**config.mk**
```make
export PLATFORM = sky130hd
export DESIGN_NAME = uart_rx_byte_buffer
export DESIGN_NICKNAME = d
export VERILOG_FILES = /design/src/rtl/uart_rx_byte_buffer_pkg.sv /design/src/rtl/sync_fifo.sv /design/src/rtl/uart_rx_byte_buffer.sv
export SDC_FILE = /design/constraint.sdc
export NUM_CORES = 1
export LEC_CHECK = 0
export CAP_MARGIN = 20
export CORE_UTILIZATION = 45
export CTS_CLUSTER_DIAMETER = 150
export DETAILED_ROUTE_END_ITERATION = 12
export GPL_TIMING_DRIVEN = 0
export PLACE_DENSITY = 0.59
export SYNTH_ARGS = -nofsm -noshare
export SYNTH_HDL_FRONTEND = slang
export SYNTH_SLANG_ARGS = --single-unit
export TNS_END_PERCENT = 20
```
**constraint.sdc**
```tcl
create_clock -name i_Clk -period 3.7 [get_ports i_Clk]
set_clock_uncertainty 0.2 [all_clocks]
set_input_delay 0.37 -clock i_Clk [delete_from_list [all_inputs] [get_ports i_Clk]]
set_output_delay 0.37 -clock i_Clk [all_outputs]
set_load 0.005 [all_outputs]
```
**src/rtl/uart_rx_byte_buffer_pkg.sv**
```systemverilog
// rtl/uart_rx_byte_buffer_pkg.sv - shared FSM encoding and UART constants for the RX byte buffer
package uart_rx_byte_buffer_pkg;

  typedef enum logic [1:0] {
    IDLE      = 2'd0,
    POP       = 2'd1,
    WAIT_BUSY = 2'd2,
    WAIT_DONE = 2'd3
  } state_t;

  localparam int UART_CLKS_PER_BIT = 217;

  function automatic int count_width(input int depth);
    return $clog2(depth) + 1;
  endfunction

endpackage

```
**src/rtl/sync_fifo.sv**
```systemverilog
// rtl/sync_fifo.sv - single-clock FIFO with registered count and simultaneous read/write
module sync_fifo #(
  parameter int WIDTH = 8,
  parameter int DEPTH = 16
) (
  input  logic                     clk,
  input  logic                     rst,
  input  logic                     wr_en,
  input  logic [WIDTH-1:0]         wr_data,
  input  logic                     rd_en,
  output logic [WIDTH-1:0]         rd_data,
  output logic [$clog2(DEPTH):0]   count,
  output logic                     full,
  output logic                     empty
);

  localparam int PW = $clog2(DEPTH);
  localparam int CW = PW + 1;
  localparam logic [CW-1:0] FULL_CNT = CW'(DEPTH);

  logic [WIDTH-1:0] mem [DEPTH];
  logic [PW-1:0]    wr_ptr;
  logic [PW-1:0]    rd_ptr;
  logic             do_wr;
  logic             do_rd;

  // A full FIFO still accepts a write when a read frees the head slot in the same cycle.
  assign do_rd   = rd_en & ~empty;
  assign do_wr   = wr_en & (~full | do_rd);
  assign full    = (count == FULL_CNT);
  assign empty   = (count == '0);
  assign rd_data = mem[rd_ptr];

  always_ff @(posedge clk) begin
    if (do_wr) begin
      mem[wr_ptr] <= wr_data;
    end
  end

  always_ff @(posedge clk) begin
    if (rst) begin
      wr_ptr <= '0;
      rd_ptr <= '0;
      count  <= '0;
    end else begin
      if (do_wr) begin
        wr_ptr <= wr_ptr + 1'b1;
      end
      if (do_rd) begin
        rd_ptr <= rd_ptr + 1'b1;
      end
      case ({do_wr, do_rd})
        2'b10:   count <= count + 1'b1;
        2'b01:   count <= count - 1'b1;
        default: count <= count;
      endcase
    end
  end

endmodule

```
**src/rtl/uart_rx_byte_buffer.sv**
```systemverilog
// rtl/uart_rx_byte_buffer.sv - buffers UART RX bytes and replays them to the TX, paced by its busy flag
module uart_rx_byte_buffer
  import uart_rx_byte_buffer_pkg::*;
#(
  parameter int DEPTH        = 16,
  parameter int BUSY_TIMEOUT = 4
) (
  input  logic                   i_Clk,
  input  logic                   i_Rst,
  input  logic                   i_RX_DV,
  input  logic [7:0]             i_RX_Byte,
  input  logic                   i_TX_Active,
  output logic                   o_TX_DV,
  output logic [7:0]             o_TX_Byte,
  output logic [7:0]             o_Last_Byte,
  output logic [$clog2(DEPTH):0] o_Count,
  output logic                   o_Empty,
  output logic                   o_Full,
  output logic                   o_Overflow
);

  localparam int TW = $clog2(BUSY_TIMEOUT + 1);

  state_t        state;
  state_t        state_next;
  logic [TW-1:0] timer;
  logic          pop;
  logic          wr_en;
  logic [7:0]    head;

  assign pop   = (state == POP);
  assign wr_en = i_RX_DV & (~o_Full | pop);

  sync_fifo #(
    .WIDTH (8),
    .DEPTH (DEPTH)
  ) u_fifo (
    .clk     (i_Clk),
    .rst     (i_Rst),
    .wr_en   (wr_en),
    .wr_data (i_RX_Byte),
    .rd_en   (pop),
    .rd_data (head),
    .count   (o_Count),
    .full    (o_Full),
    .empty   (o_Empty)
  );

  always_ff @(posedge i_Clk) begin
    if (i_Rst) begin
      state <= IDLE;
    end else begin
      state <= state_next;
    end
  end

  always_ff @(posedge i_Clk) begin
    if (i_Rst || state != WAIT_BUSY) begin
      timer <= '0;
    end else begin
      timer <= timer + 1'b1;
    end
  end

  // Last byte follows every strobe, even one dropped on overflow.
  always_ff @(posedge i_Clk) begin
    if (i_Rst) begin
      o_Last_Byte <= '0;
      o_Overflow  <= 1'b0;
    end else if (i_RX_DV) begin
      o_Last_Byte <= i_RX_Byte;
      if (o_Full && !pop) begin
        o_Overflow <= 1'b1;
      end
    end
  end

  always_comb begin
    state_next = state;
    o_TX_DV    = 1'b0;
    o_TX_Byte  = '0;
    case (state)
      IDLE: begin
        if (!o_Empty && !i_TX_Active) begin
          state_next = POP;
        end
      end
      POP: begin
        o_TX_DV    = 1'b1;
        o_TX_Byte  = head;
        state_next = WAIT_BUSY;
      end
      WAIT_BUSY: begin
        if (i_TX_Active) begin
          state_next = WAIT_DONE;
        end else if (timer == TW'(BUSY_TIMEOUT - 1)) begin
          state_next = IDLE;
        end
      end
      WAIT_DONE: begin
        if (!i_TX_Active) begin
          state_next = IDLE;
        end
      end
      default: state_next = IDLE;
    endcase
  end

endmodule

```
==> impl_results.md <==
- Post-synthesis sequential area ratio: 0.688
- Synth Instances: 434
- Antenna fix cells: 0
- Mean routed wirelength per cell: 20.4 um
- Met1 WL: 6380 um
- Placed cell areas: 7090 um2
- Crit end category: primary output
- Unrepaired setup endpoints after global routing: false
- Synthesized flop and latch total: 159
- DR WL met2: 6750 um
- Maxcap violations: 0
- Setup WS post-layout: around 0.24 ns
- TritonCTS clock tree: done
- Pwr/cell area: 636 nW/um2
- Period utilisation layout: 0.936
- Global route overflow: 0
- I/O pin count: 37
- Cell Rows: 43
- Setup bufs post-CTS: 0
- Hold path depth: 1
- CTS Sinks: 159
- Vias in the first global route: 3696
- Post-layout min period: 3.46 ns
- Post-Layout Inst Area: 7680 um2
- Slew Limit Fails: 0
- Slew HR: 0.376
- Worst Path Required: about 3.1 ns
- Fmax: 289 MHz
- Drt total wl: 13900 um
- Final HPWL from detailed placement: approximately 9100 um
- Worst slew pin tran: 0.933 ns
- Residual DRC: 0
- Final hold violations: 0
- Starting DRT DRC Count: 236
- Die X: 122 um
- First-pass GRT wire length: around 21000 um
- Clock Latency Late Sink: between 0.4 and 0.5 ns
- Share of cells above drive strength 1: 0.105
- Ys async rst share: 0
- Post-synth EDFFs: 128
- Crit-path max FO: 10
- Total GRT Usage: 0.202
- Syn Std Cell Area: ~6500 um2
- Synth-to-layout area growth: 18.4%
- Post-DR vias/cell: 5.46
- Clock root buffer: clkbuf_16
- Most used DFF post-synth: edfxtp_1
- Critical Path Start Type: flop
- Quantity of gates resized following cts: 0
- End of the worst register-to-register path: u_fifo.count[4]
- Initial antenna violation count: 0
- Worst Hold End: timer[0]
- Synthesized area per cell: 14.9 um2
- Vias post-DR: 3729
- CTS Buf Count: 17
- Layout Nets: 512
- Reg2reg path depth: 13
- H-tree Lvls: 4
- HP Start: timer[0]
- Setup Viol. Count Final: 0
- Largest net degree at the start of global routing: 18
- Reg-to-reg slack, setup: 0.28 ns
- Static Leak: 2.57 nW
- Run status: finished, final reports clean
- Full die area: 14900 um2
- Syn nets: 456
- Worst Path Arrival: 2.89 ns
- Starting Density: 0.464
- Worst-path clk slew: 0.06 ns
- Pre-CTS WS: 0.171 ns
- Final RePlAce weighted congestion: between 0.7 and 0.8
- Worst hold path class: reg -> reg
- Cts hold-fix bufs: 0
- Core area: 14000 um2
- VDD IR max: 0.356 mV
- DR WL met3: about 510 um
- FF-to-FF Start: u_fifo.count[1]
- First-pass DRT Iterations: 5
- Die height: around 120 um
- DR top layer: met4
- Antenna viol nets, final: 0
- Setup TNS: 0 ns
- Synth cell types: 45
- Crit Path Class: reg -> out
- Clk buf depth: 2
- PortBufs: 36
- Yosys Warn Count: 0
[cells in the final DEF, fill, tap and decap left out, types with 8 or more instances in the layout]
cell | netlist | routed
edfxtp_1 | 128 | 128
mux2i_1 | 63 | 63
nor2_1 | 43 | 43
clkdlybuf4s50_1 | 0 | 36
dfxtp_1 | 31 | 31
a22oi_1 | 24 | 24
clkbuf_16 | 0 | 17
nand2_1 | 14 | 14
clkbuf_1 | 12 | 14
nand3_1 | 10 | 10
ha_1 | 10 | 10
nand2b_1 | 9 | 9
o21ai_0 | 9 | 9
inv_1 | 8 | 8
[area by class of cell]
type                       instances  area (um2)
multi-input combinational        242        1870
clock inverter                     6        81.3
fill                            1183        6310
sequential                       159        4460
timing repair buffer              38         373
clock buffer                      26         509
tap                              180         225
inverter                           8        30.0
buffer                            24         129
[cells in the mapped netlist (8+ instances only)]
cell type  count  area share
a22oi_1       24       0.028
clkbuf_1      12      0.0069
dfxtp_1       31       0.096
edfxtp_1     128        0.59
ha_1          10       0.019
inv_1          8      0.0046
mux2i_1       63       0.097
nand2_1       14      0.0081
nand2b_1       9      0.0087
nand3_1       10      0.0077
nor2_1        43       0.025
o21ai_0        9      0.0069
[critical path, stage by stage, from the launching register on]
cell             delay, ns
dfxtp_1               0.30
clkbuf_1              0.27
buf_4                 0.28
buf_2                 0.37
mux2i_1               0.14
a22oi_1               0.16
nand3_1               0.17
o31ai_1               0.20
clkdlybuf4s50_1       0.57
[sequential cells by signal, summed over array words and instances (netlist names), named ones only]
name	count
state	2
u_fifo.count	5
o_Overflow	1
o_Last_Byte	8
u_fifo.mem	128
u_fifo.rd_ptr	4
timer	3
u_fifo.wr_ptr	4
[stage by stage]
stage | util | hold slack, ns | std cells | total power, mW
global route | 0.549 | 0.251 | 683 | 5.08
global placement | 0.506 | 0.206 | 650 | 3.17
detailed placement | 0.507 | 0.225 | 652 | 3.20
CTS | 0.549 | 0.233 | 684 | 4.92
finish | 0.549 | 0.227 | 683 | 4.89
floorplan | - | 0.197 | 434 | 2.82
[worst max-delay path by stage]
stage | slack, ns | depth (start not counted) | from | endpoint
finish | 0.24 | 8 | flop | o_TX_Byte[3]
global route | 0.07 | 8 | flop | o_TX_Byte[0]
CTS | 0.11 | 7 | flop | o_TX_Byte[0]
detailed placement | 0.17 | 13 | u_fifo.count[1] | u_fifo.count[4]
global placement | 0.19 | 13 | u_fifo.count[1] | u_fifo.count[4]
floorplan | 0.43 | 13 | u_fifo.count[1] | u_fifo.count[4]
[kinds of logic (layout without fill, tap and decap cells)]
| logic type | after synthesis | in the layout | share of synthesized area |
|---|---|---|---|
| adder cells (fa/ha/maj) | 10 | 10 | 0.0193 |
| AND/OR/NAND/NOR | 96 | 96 | 0.0696 |
| buffers and inverters | 33 | 102 | 0.0249 |
| AO/OA/AOI/OAI | 56 | 56 | 0.0646 |
| multiplexers | 70 | 70 | 0.120 |
| XOR/XNOR | 10 | 10 | 0.0135 |
| flip-flops | 159 | 159 | 0.688 |
[report_power, final]
| part | internal [mW] | switching (mW) |
|---|---|---|
| logic | 0.473 | 0.574 |
| registers | 2.05 | 0.0637 |
| clock network | 1.08 | 0.647 |
| total | 3.60 | 1.28 |
[routing by layer]
| metal | global-route usage | up-vias |
|---|---|---|
| met5 | 0 | - |
| met2 | 0.321 | 81 |
| met1 | 0.267 | 1876 |
| met4 | 0.0869 | 0 |
| met3 | 0.0449 | 20 |
| li1 | - | 1752 |
No activity file was read; power rests on OpenSTA's default activity.
